File: config.mk
export PLATFORM = sky130hd
export DESIGN_NAME = uart_tx
export DESIGN_NICKNAME = d
export VERILOG_FILES = /design/src/rtl/uart_pkg.sv /design/src/rtl/tx_bit_timer.sv /design/src/rtl/uart_tx.sv
export SDC_FILE = /design/constraint.sdc
export NUM_CORES = 1
export LEC_CHECK = 0
export BUFFER_PORTS_ARGS = -buffer_cell sky130_fd_sc_hd__buf_2
export CAP_MARGIN = 15
export CORE_UTILIZATION = 55
export CTS_BUF_LIST = sky130_fd_sc_hd__clkbuf_16
export DETAILED_ROUTE_END_ITERATION = 6
export PLACE_DENSITY = 0.87
export SYNTH_ARGS = -nofsm -noshare
export SYNTH_HDL_FRONTEND = slang
export SYNTH_HIERARCHICAL = 1
export SYNTH_SLANG_ARGS = --single-unit
File: constraint.sdc
create_clock -name clk -period 3.5 [get_ports clk]
set_clock_uncertainty 0.15 [all_clocks]
set_input_delay 1.05 -clock clk [delete_from_list [all_inputs] [get_ports clk]]
set_output_delay 1.05 -clock clk [all_outputs]
set_load 0.005 [all_outputs]
File: src/rtl/uart_pkg.sv
// Shared definitions for the UART transmit path: FSM encoding, frame
// constants and the parity helper.
package uart_pkg;

  typedef enum logic [2:0] {
    IDLE   = 3'd0,
    START  = 3'd1,
    DATA   = 3'd2,
    PARITY = 3'd3,
    STOP   = 3'd4
  } uart_state_e;

  localparam int unsigned UART_DATA_BITS = 8;
  localparam int unsigned UART_STOP_BITS = 1;

  localparam logic PAR_EVEN = 1'b0;
  localparam logic PAR_ODD  = 1'b1;

  // Parity bit from the XOR-reduction of the data word; odd parity inverts it.
  function automatic logic parity_bit(input logic data_xor, input logic par_typ);
    return data_xor ^ (par_typ == PAR_ODD);
  endfunction

endpackage

File: src/rtl/tx_bit_timer.sv
// Bit timing for the UART transmitter: an edge counter that spans one bit
// period of Prescale cycles and a bit counter that walks the data bits.
module tx_bit_timer #(
  parameter int unsigned DATA_WIDTH  = 8,
  parameter int unsigned PRESC_WIDTH = 6
) (
  input  logic                   clk,
  input  logic                   rst,
  input  logic                   load,      // frame accepted: latch prescale, clear counters
  input  logic [PRESC_WIDTH-1:0] prescale,
  input  logic                   run,       // count while a frame is in progress
  input  logic                   bit_step,  // advance the data bit counter
  output logic                   tick,      // last cycle of the current bit period
  output logic                   bit_last   // current data bit is the final one
);

  localparam int unsigned BIT_W = (DATA_WIDTH > 1) ? $clog2(DATA_WIDTH) : 1;
  localparam logic [PRESC_WIDTH-1:0] PRESC_ONE = {{(PRESC_WIDTH-1){1'b0}}, 1'b1};
  localparam logic [BIT_W-1:0] BIT_ONE  = {{(BIT_W-1){1'b0}}, 1'b1};
  localparam logic [BIT_W-1:0] BIT_LAST = BIT_W'(DATA_WIDTH - 1);

  logic [PRESC_WIDTH-1:0] presc_q;
  logic [PRESC_WIDTH-1:0] edge_cnt;
  logic [BIT_W-1:0]       bit_cnt;
  logic [PRESC_WIDTH-1:0] presc_last;

  // Prescale of zero wraps to all-ones here, giving 2**PRESC_WIDTH cycles per bit.
  assign presc_last = presc_q - PRESC_ONE;
  assign tick       = run && (edge_cnt == presc_last);
  assign bit_last   = (bit_cnt == BIT_LAST);

  // Edge counter and latched prescale.
  always_ff @(posedge clk or posedge rst) begin
    if (rst) begin
      presc_q  <= '0;
      edge_cnt <= '0;
    end else if (load) begin
      presc_q  <= prescale;
      edge_cnt <= '0;
    end else if (run) begin
      edge_cnt <= tick ? '0 : edge_cnt + PRESC_ONE;
    end
  end

  // Data bit counter.
  always_ff @(posedge clk or posedge rst) begin
    if (rst) begin
      bit_cnt <= '0;
    end else if (load) begin
      bit_cnt <= '0;
    end else if (bit_step) begin
      bit_cnt <= bit_last ? '0 : bit_cnt + BIT_ONE;
    end
  end

endmodule

File: src/rtl/uart_tx.sv
// UART transmitter: start bit, DATA_WIDTH data bits LSB first, optional
// parity bit, one stop bit; every bit held for Prescale clock cycles.
module uart_tx
  import uart_pkg::*;
#(
  parameter int unsigned DATA_WIDTH  = 8,
  parameter int unsigned PRESC_WIDTH = 6
) (
  input  logic                   clk,
  input  logic                   RST,
  input  logic [DATA_WIDTH-1:0]  P_DATA,
  input  logic                   Data_Valid,
  input  logic                   PAR_EN,
  input  logic                   PAR_TYP,
  input  logic [PRESC_WIDTH-1:0] Prescale,
  output logic                   TX_OUT,
  output logic                   busy
);

  uart_state_e           state_q, state_d;
  logic [DATA_WIDTH-1:0] shreg_q, shreg_d;
  logic                  tx_q, tx_d;
  logic                  busy_q, busy_d;
  logic                  par_en_q, par_en_d;
  logic                  par_bit_q, par_bit_d;
  logic                  accept;
  logic                  tick;
  logic                  bit_last;
  logic                  bit_step;

  assign accept = (state_q == IDLE) && Data_Valid;

  tx_bit_timer #(
    .DATA_WIDTH  (DATA_WIDTH),
    .PRESC_WIDTH (PRESC_WIDTH)
  ) u_timer (
    .clk      (clk),
    .rst      (RST),
    .load     (accept),
    .prescale (Prescale),
    .run      (busy_q),
    .bit_step (bit_step),
    .tick     (tick),
    .bit_last (bit_last)
  );

  // State register.
  always_ff @(posedge clk or posedge RST) begin
    if (RST) state_q <= IDLE;
    else     state_q <= state_d;
  end

  // Registered line, busy flag, shift register and latched frame options.
  always_ff @(posedge clk or posedge RST) begin
    if (RST) begin
      tx_q      <= 1'b1;
      busy_q    <= 1'b0;
      shreg_q   <= '0;
      par_en_q  <= 1'b0;
      par_bit_q <= 1'b0;
    end else begin
      tx_q      <= tx_d;
      busy_q    <= busy_d;
      shreg_q   <= shreg_d;
      par_en_q  <= par_en_d;
      par_bit_q <= par_bit_d;
    end
  end

  // Next-state and next-register values; the line value for each bit is
  // computed one cycle early so TX_OUT comes straight from a flop.
  always_comb begin
    state_d   = state_q;
    shreg_d   = shreg_q;
    tx_d      = tx_q;
    busy_d    = busy_q;
    par_en_d  = par_en_q;
    par_bit_d = par_bit_q;
    bit_step  = 1'b0;

    case (state_q)
      IDLE: begin
        tx_d = 1'b1;
        if (Data_Valid) begin
          state_d   = START;
          tx_d      = 1'b0;
          busy_d    = 1'b1;
          shreg_d   = P_DATA;
          par_en_d  = PAR_EN;
          par_bit_d = parity_bit(^P_DATA, PAR_TYP);
        end
      end

      START: begin
        if (tick) begin
          state_d = DATA;
          tx_d    = shreg_q[0];
          shreg_d = shreg_q >> 1;
        end
      end

      DATA: begin
        if (tick) begin
          bit_step = 1'b1;
          if (bit_last) begin
            if (par_en_q) begin
              state_d = PARITY;
              tx_d    = par_bit_q;
            end else begin
              state_d = STOP;
              tx_d    = 1'b1;
            end
          end else begin
            tx_d    = shreg_q[0];
            shreg_d = shreg_q >> 1;
          end
        end
      end

      PARITY: begin
        if (tick) begin
          state_d = STOP;
          tx_d    = 1'b1;
        end
      end

      STOP: begin
        if (tick) begin
          state_d = IDLE;
          busy_d  = 1'b0;
          tx_d    = 1'b1;
        end
      end

      default: begin
        state_d = IDLE;
        busy_d  = 1'b0;
        tx_d    = 1'b1;
      end
    endcase
  end

  assign TX_OUT = tx_q;
  assign busy   = busy_q;

endmodule

==> summary.log, run 1 <==
qor: outcome.run_status completed
qor: cts.cts.reportedPaths.clkPinSlew 0.05 ns
qor: power.power.switching_fraction 36.2%
qor: floorplanning.floorplan.io_pins 21
qor: global_route.grt.busiest_layer met2
qor: cts.insertion_delay 0.28 ns
qor: floorplanning.chipWidth 58.3 um
qor: sta.drv_slew 0
qor: route.dr.pass1.iters 4
qor: sta.maxSlewHeadroom 61.9%
qor: worst_hold_path.hp-class flop to flop
qor: global_route.grt_antenna_before_repair 0
qor: global_route.global_route.usage.met1 28.3%
qor: synth.netlist_top_cells_area sky130_fd_sc_hd__dfrtp_1, sky130_fd_sc_hd__mux2i_1, sky130_fd_sc_hd__xnor2_1
qor: cts.ctsResizeCount 0
qor: sta.final.period_utilization 80.8%
qor: synth.syn_nets 201
qor: route.wire_per_inst 12.9 um
qor: finish.area_delta_synth_final 17.1%
qor: power.power_frac_clock 26.5%
qor: floorplanning.core_area 3030 sq um
qor: power.leakagePower 0.932 nW
qor: power.power.sequential.fraction 36.8%
qor: setup_path.worstPathRequired 3.51 ns
qor: finish.insertedDiodeCount 0
qor: cts.tritoncts.num_buffers 5
qor: setup_path.cp_slowest_cell sky130_fd_sc_hd__a211oi_4
qor: route.drc 0
qor: setup_path.endpoint_kind flop
qor: sta.rsz0062_at_grt no
qor: route.wl 3160 um
qor: synth.yosys_register_bits 30
qor: route.antenna_left 0
qor: power.power.density 889 nW/um^2
qor: sta.max_freq 353 MHz
qor: synth.share_of_synthesized_area_occupied_by_flip_flops_and_latches 43.1%
qor: route.via_count 1,329
qor: cts.cts_hold_repair.buffers 0
qor: global_route.globalRouteOverflowTotal 0
qor: synth.ys_types 37
qor: place.place.port_buffers 20
qor: sta.setup-tns-final 0 ns
qor: finish.filler_instances 244
qor: global_route.met2_usage 35.3%
qor: cts.ctsLongestPathBuffers 2
qor: synth.synth.largest_area_cell sky130_fd_sc_hd__dfrtp_1
qor: route.initialDrtViolationCount 76
qor: setup_path.kind_of_cell_with_the_highest_combined_delay_on_the_critical_path compound AO/OA/AOI/OAI gates
qor: power.pwr-share-comb 36.6%
qor: finish.final_nets 223
qor: power.switchingPower 657 uW
qor: cts.htree_levels 2
qor: setup_path.timing.critical_path.cells inv_1 -> ha_1 -> nand2b_1 -> a311o_1 -> a211oi_4 -> nand2_1 -> nor3_1 -> mux2i_1 -> nor2_1
qor: route.vias_per_cell 5.42
qor: setup_path.worstPathBufferInverterCount 1
qor: floorplanning.die_area 3400 sq um
qor: synth.synth-warning-count 6
qor: cts.cts_tree built
qor: global_route.met3_usage 7.47%
qor: power.intPower 1.16 mW
qor: cts.number_of_clock_sinks 30
qor: sta.hold_viol_final 0
qor: floorplanning.die_height 58.3 um
qor: global_route.largest_net_degree_at_the_start_of_global_routing 17
qor: synth.synthCells 178
qor: cts.clock_tree.root_cell sky130_fd_sc_hd__clkbuf_16
qor: setup_path.worstPathMaxFanout 11
qor: setup_path.critical_path_arrival 2.84 ns
qor: power.vdd_ir_drop_max 0.658 mV
qor: setup_path.timing_worst_setup_path_type flop to flop
qor: finish.drive_gt1_share 19.9%
qor: floorplanning.initial_core_util 57.6%
qor: sta.worst_slack 0.671 ns
qor: place.place_hpwl 2200 um
qor: cts.post-cts-setup-buffers 0
qor: global_route.grt_pass1_vias 1,232
qor: synth.syn_area 1740 sq um
qor: global_route.first_pass_grt_wire_length 5490 um
qor: synth.post_synth.cell_area_avg 9.79 sq um
qor: synth.yosys.area.top_type_share 41.6%
qor: place.gp_routability_congestion 0.889
qor: job.max-cap-violations 0
qor: sta.min_period 2.83 ns
qor: floorplanning.floorplan.rows 20
qor: sta.timing.final.setup_violations 0
qor: setup_path.cp_slowest_stage_delay 0.46 ns
qor: global_route.grt_util_all_layers 22.6%
qor: sta.worst_pin_slew 0.570 ns
qor: place.place_ws 0.673 ns
qor: setup_path.crit_path_start_kind flop
-- cells by family (layout without fill, tap and decap cells) --
kind of cell               Yosys count  count (layout)  share of synthesized area [%]
AOI/OAI and AO/OA                   35              35                           13.9
xor gates and xnor gates            16              16                           8.83
adders and majority gates            4               4                           2.87
buffers and inverters               19              42                           4.74
DFF                                 30              30                           43.1
muxes                               16              16                           9.55
and+or+nand+nor                     58              58                           16.9
-- flip-flops by register name (all words and copies together) (netlist names) --
register and cells:
TX_OUT 1, shreg_q 8, busy 1, u_timer/presc_q 6, u_timer/bit_cnt 3, par_bit_q 1
u_timer/edge_cnt 6, par_en_q 1, state_q 3
-- per-stage QoR --
stage	area [sq um]	instances	hold WS [ns]	total power [mW]	util [%]
2_1_floorplan	1740	178	0.315	1.20	-
3_3_place_gp	1880	237	0.323	1.31	61.9
3_5_place_dp	1880	237	0.336	1.33	61.9
4_1_cts	2040	245	0.340	1.83	67.4
5_1_grt	2040	245	0.377	1.96	67.4
6_report	2040	245	0.338	1.81	67.4
-- synthesized netlist by cell type --
master	n
sky130_fd_sc_hd__dfrtp_1	29
sky130_fd_sc_hd__nor2_1	18
sky130_fd_sc_hd__a21oi_1	13
sky130_fd_sc_hd__inv_1	12
sky130_fd_sc_hd__nand2_1	12
sky130_fd_sc_hd__mux2i_1	11
sky130_fd_sc_hd__o21ai_0	9
sky130_fd_sc_hd__xnor2_1	8
sky130_fd_sc_hd__xor2_1	7
sky130_fd_sc_hd__mux2_2	5
sky130_fd_sc_hd__nand2b_1	5
sky130_fd_sc_hd__ha_1	4
sky130_fd_sc_hd__nand3_1	4
sky130_fd_sc_hd__nand3b_1	4
sky130_fd_sc_hd__o32ai_1	4
sky130_fd_sc_hd__and3_1	3
sky130_fd_sc_hd__buf_2	3
sky130_fd_sc_hd__clkbuf_1	3
sky130_fd_sc_hd__nor3_1	3
sky130_fd_sc_hd__nor4_1	3
sky130_fd_sc_hd__nand4_1	2
sky130_fd_sc_hd__a2111oi_0	1
sky130_fd_sc_hd__a211oi_4	1
sky130_fd_sc_hd__a221o_1	1
sky130_fd_sc_hd__a22oi_1	1
sky130_fd_sc_hd__a311o_1	1
sky130_fd_sc_hd__a31oi_1	1
sky130_fd_sc_hd__a31oi_4	1
sky130_fd_sc_hd__buf_6	1
sky130_fd_sc_hd__dfstp_2	1
sky130_fd_sc_hd__nand4bb_1	1
sky130_fd_sc_hd__nor2_2	1
sky130_fd_sc_hd__nor3_2	1
sky130_fd_sc_hd__o22ai_1	1
sky130_fd_sc_hd__o31ai_1	1
sky130_fd_sc_hd__or3b_1	1
sky130_fd_sc_hd__xnor3_1	1
-- path summary, 6_finish.rpt --
kind                       cells after the start                from  slack [ns]                  to
max reg2reg                                    9  u_timer/presc_q[0]        0.67  u_timer/bit_cnt[2]
max in group asynchronous                      2                 RST        2.14          shreg_q[5]
max                                            9  u_timer/presc_q[0]        0.67  u_timer/bit_cnt[2]
min in group asynchronous                      2                 RST        0.68                busy
min reg2reg                                    2              TX_OUT        0.34              TX_OUT
min                                            2              TX_OUT        0.34              TX_OUT
-- cells in the final DEF (no fill, tap or decap), types with 2 or more instances in the layout --
cell	count
sky130_fd_sc_hd__inv_1	12
sky130_fd_sc_hd__buf_2	20
sky130_fd_sc_hd__clkinv_2	2
sky130_fd_sc_hd__mux2_2	5
sky130_fd_sc_hd__clkbuf_16	5
sky130_fd_sc_hd__buf_4	2
sky130_fd_sc_hd__o32ai_1	4
sky130_fd_sc_hd__nor3_1	3
sky130_fd_sc_hd__nand2b_1	5
sky130_fd_sc_hd__nor4_1	3
sky130_fd_sc_hd__nor2_1	18
sky130_fd_sc_hd__xor2_1	7
sky130_fd_sc_hd__a21oi_1	13
sky130_fd_sc_hd__and3_1	3
sky130_fd_sc_hd__nand2_1	12
sky130_fd_sc_hd__mux2i_1	11
sky130_fd_sc_hd__nand4_1	2
sky130_fd_sc_hd__nand3_1	4
sky130_fd_sc_hd__o21ai_0	9
sky130_fd_sc_hd__dfrtp_1	29
sky130_fd_sc_hd__nand3b_1	4
sky130_fd_sc_hd__ha_1	4
sky130_fd_sc_hd__xnor2_1	8
-- area by class of cell --
cell class	instances	area, sq um	area share [%]
Multi-Input combinational cell	129	908	44.5
Tap cell	44	55.1	2.70
Sequential cell	30	752	36.8
Timing Repair Buffer	22	115	5.64
Clock buffer	5	125	6.13
Inverter	12	45.0	2.21
Clock inverter	3	40.0	1.96
-- routing by layer --
metal / share of wire, % / up-vias
li1: - / 672
met1: 47 / 619
met2: 46 / 32
met3: 4.4 / 6
met4: 2.5 / 0
met5: 0 / -
-- power by group through the flow --
stage	clock network (mW)	registers, mW	logic (mW)
after floorplan	0	0.602	0.594
after global placement	0	0.664	0.643
after detailed placement	0	0.667	0.665
after CTS	0.492	0.666	0.673
after global routing	0.508	0.695	0.753
final	0.482	0.668	0.665
-- worst reg2reg max path, delay by kind of cell (launching register included) --
family                     cells  cell delay (ns)
AOI/OAI and AO/OA              2             0.81
and+or+nand+nor                4             0.79
DFF                            1             0.41
adders and majority gates      1             0.24
muxes                          1             0.24
buffers and inverters          1             0.08
Power figures use the tool's default switching activity.
==> run 2: changes to the inputs <==
Settings changed: CORE_UTILIZATION 55 to 52, PLACE_DENSITY 0.87 to 0.86.
Clock period 3.5 ns to 2.5 ns, I/O delays scaled along.
==> run 2 against run 1 <==
  * The flow now finishes with violations (setup timing)
  * Die area is 5.6% higher
  * Clock power is 15% higher
  * Design area is 4.4% higher
  * Sequential power is 38% higher
  * Non-clock buffer count is 8 higher
  * Combinational power is 73% higher
  * First-iteration DRC count is 1.3% lower
  * Flip-flop and latch count stayed put
  * Register-to-register slack worse by 0.68 ns
  * Total power is 45% higher
==> summary.log, run 2 (synthesis gave the netlist of run 1 again) <==
qor: global_route.largest_net_degree_at_the_start_of_global_routing 24 [+7]
qor: route.initialDrtViolationCount 75 [-1.3%]
qor: finish.drive_gt1_share 26.3% [+6.4 points]
qor: floorplanning.die_height 59.9 um [+2.7%]
qor: cts.insertion_delay 0.27 ns [about the same]
qor: finish.mostFrequentLayoutCell sky130_fd_sc_hd__dfrtp_1
qor: setup_path.cp_slowest_cell sky130_fd_sc_hd__a311o_1
qor: place.place_ws -0.0491 ns [-0.722 ns]
qor: cts.number_of_clock_sinks 30 [unchanged]
qor: cts.cts.reportedPaths.clkPinSlew 0.05 ns [about the same]
qor: job.max-cap-violations 0 [unchanged]
qor: setup_path.worstPathBufferInverterCount 2 [+1]
qor: global_route.grt_pass1_vias 1,369 [+11%]
qor: global_route.grt_util_all_layers 24.4% [+1.7 points]
qor: route.wl 3760 um [+19%]
qor: setup_path.worstPathRequired 2.55 ns [-0.96 ns]
qor: sta.worst_slack -0.00473 ns [-0.676 ns]
qor: global_route.grt_antenna_before_repair 0 [unchanged]
qor: setup_path.timing.critical_path.cells inv_2 -> ha_4 -> nand2b_4 -> a311o_1 -> a211oi_4 -> nand4bb_1 -> a31oi_4 -> buf_12 -> nor2_1 -> a21oi_1
qor: sta.drv_slew 0 [unchanged]
qor: finish.top_regs shreg_q: 8 flops, u_timer/edge_cnt: 6 flops, u_timer/presc_q: 6 flops
qor: setup_path.crit_path_start_kind flop
qor: place.place.port_buffers 20 [unchanged]
qor: setup_path.worstPathMaxFanout 16 [+5]
qor: finish.multi_input_comb_area 955 sq um [+5.1%]
qor: sta.min_period 2.50 ns [-0.324 ns]
qor: sta.rsz0062_at_grt yes
qor: place.place_hpwl 2450 um [+11%]
qor: finish.number_of_flip_flops_in_the_largest_register 8 [unchanged]
qor: finish.post-route-util 68.1% [+0.72 points]
qor: sta.max_freq 399 MHz [+13%]
qor: finish.filler_instances 246 [+0.82%]
qor: sta.timing.final.setup_violations 1 [+1]
qor: finish.max_flop_register shreg_q
qor: outcome.violations setup timing
qor: global_route.globalRouteOverflowTotal 0 [unchanged]
qor: setup_path.kind_of_cell_with_the_highest_combined_delay_on_the_critical_path compound AO/OA/AOI/OAI gates
qor: floorplanning.floorplan.io_pins 21 [unchanged]
qor: finish.final_area 2130 sq um [+4.4%]
qor: power.leakagePower 0.966 nW [+3.6%]
qor: finish.most-common-layout-cells sky130_fd_sc_hd__dfrtp_1, sky130_fd_sc_hd__buf_2, sky130_fd_sc_hd__nor2_1
qor: place.gp_routability_congestion 0.869 [-2.3%]
qor: sta.final.period_utilization 100% [+19 points]
qor: sta.setup-tns-final -0.00473 ns [-0.00473 ns]
qor: setup_path.endpoint_kind flop
qor: cts.tritoncts.num_buffers 5 [unchanged]
qor: setup_path.critical_path_arrival 2.55 ns [-0.29 ns]
qor: sta.hold_viol_final 0 [unchanged]
qor: cts.ctsLongestPathBuffers 2 [unchanged]
qor: route.via_count 1,401 [+5.4%]
qor: sta.worst_pin_slew 0.576 ns [+0.00528 ns]
qor: sta.maxSlewHeadroom 61.6% [-0.35 points]
qor: worst_hold_path.hp-class flop to flop
qor: floorplanning.chipWidth 59.9 um [+2.7%]
qor: power.power.density 1230 nW/um^2 [+39%]
qor: route.vias_per_cell 5.54 [+2.1%]
qor: finish.seqCellArea 752 sq um [unchanged]
qor: power.finalPower 2.62 mW [+45%]
qor: setup_path.timing_worst_setup_path_type flop to flop
qor: floorplanning.initial_core_util 55.7% [-1.8 points]
qor: route.wire_per_inst 14.8 um [+15%]
qor: route.antenna_left 0 [unchanged]
qor: floorplanning.die_area 3590 sq um [+5.6%]
qor: route.drc 0 [unchanged]
qor: finish.area_delta_synth_final 22.3%
qor: outcome.run_status finished, violations left
qor: cts.htree_levels 2 [unchanged]
qor: cts.cts_tree built
qor: cts.clock_tree.root_cell sky130_fd_sc_hd__clkbuf_16
qor: power.vdd_ir_drop_max 0.645 mV [-2.0%]
qor: floorplanning.floorplan.rows 20 [unchanged]
qor: global_route.first_pass_grt_wire_length 6210 um [+13%]
qor: route.dr.pass1.iters 4 [unchanged]
qor: place.dpl-instance-area 1930 sq um [+3.1%]
qor: setup_path.cp_slowest_stage_delay 0.38 ns [-0.08 ns]
qor: finish.insertedDiodeCount 0 [unchanged]
qor: floorplanning.core_area 3130 sq um [+3.3%]
qor: finish.final_nets 231 [+3.6%]
==> run 2: layout make-up <==
type                    instances  area share (%)
flip-flops and latches         30            35.3
multi-input cells             129            44.8
repair buffers                 30            8.81
inverters                      12            2.11
clock buffers                   5            5.87
well taps                      44            2.58
clock inverters                 3           0.528
==> run 2: through the flow <==
stage | instances | hold slack [ns]
global placement | 241 | 0.318
finish | 253 | 0.334
floorplan | 178 | 0.315
CTS | 252 | 0.336
detailed placement | 241 | 0.329
global route | 253 | 0.371
==> run 2: final timing paths <==
| check | to | cells after the start | start | slack (ns) |
|---|---|---|---|---|
| min in group asynchronous | shreg_q[7] | 2 | RST | 0.39 |
| worst max-delay path | shreg_q[0] | 10 | u_timer/presc_q[1] | -0.005 |
| worst max register to register | shreg_q[0] | 10 | u_timer/presc_q[1] | -0.005 |
| worst min register to register | TX_OUT | 2 | TX_OUT | 0.33 |
| worst min-delay path | TX_OUT | 2 | TX_OUT | 0.33 |
| max in group asynchronous | par_en_q | 2 | RST | 1.43 |
==> run 2: worst min-delay path, stage by stage (launching register included) <==
cell and delay [ns]:
sky130_fd_sc_hd__dfstp_2 0.36, sky130_fd_sc_hd__inv_1 0.04, sky130_fd_sc_hd__a31oi_1 0.07
==> run 2: timing repair <==
item                                    CTS  global route
endpoints found under the setup margin   11            14
buffers inserted                          3             1
pin swaps                                 3             0
resized for setup                         5             4
hold buffers                              0             0
==> run 2: per-layer routing <==
| metal | track usage, % | vias to the layer above | wire length, um |
|---|---|---|---|
| met5 | 0 | - | 0 |
| met4 | 11.0 | 0 | 73 |
| met3 | 8.87 | 8 | 148 |
| met2 | 38.6 | 36 | 1860 |
| met1 | 29.7 | 669 | 1670 |
| li1 | - | 688 | - |
==> run 2: where the power goes <==
part | switching [mW] | internal [mW]
logic | 0.582 | 0.568
registers | 0.226 | 0.695
clock network | 0.197 | 0.357
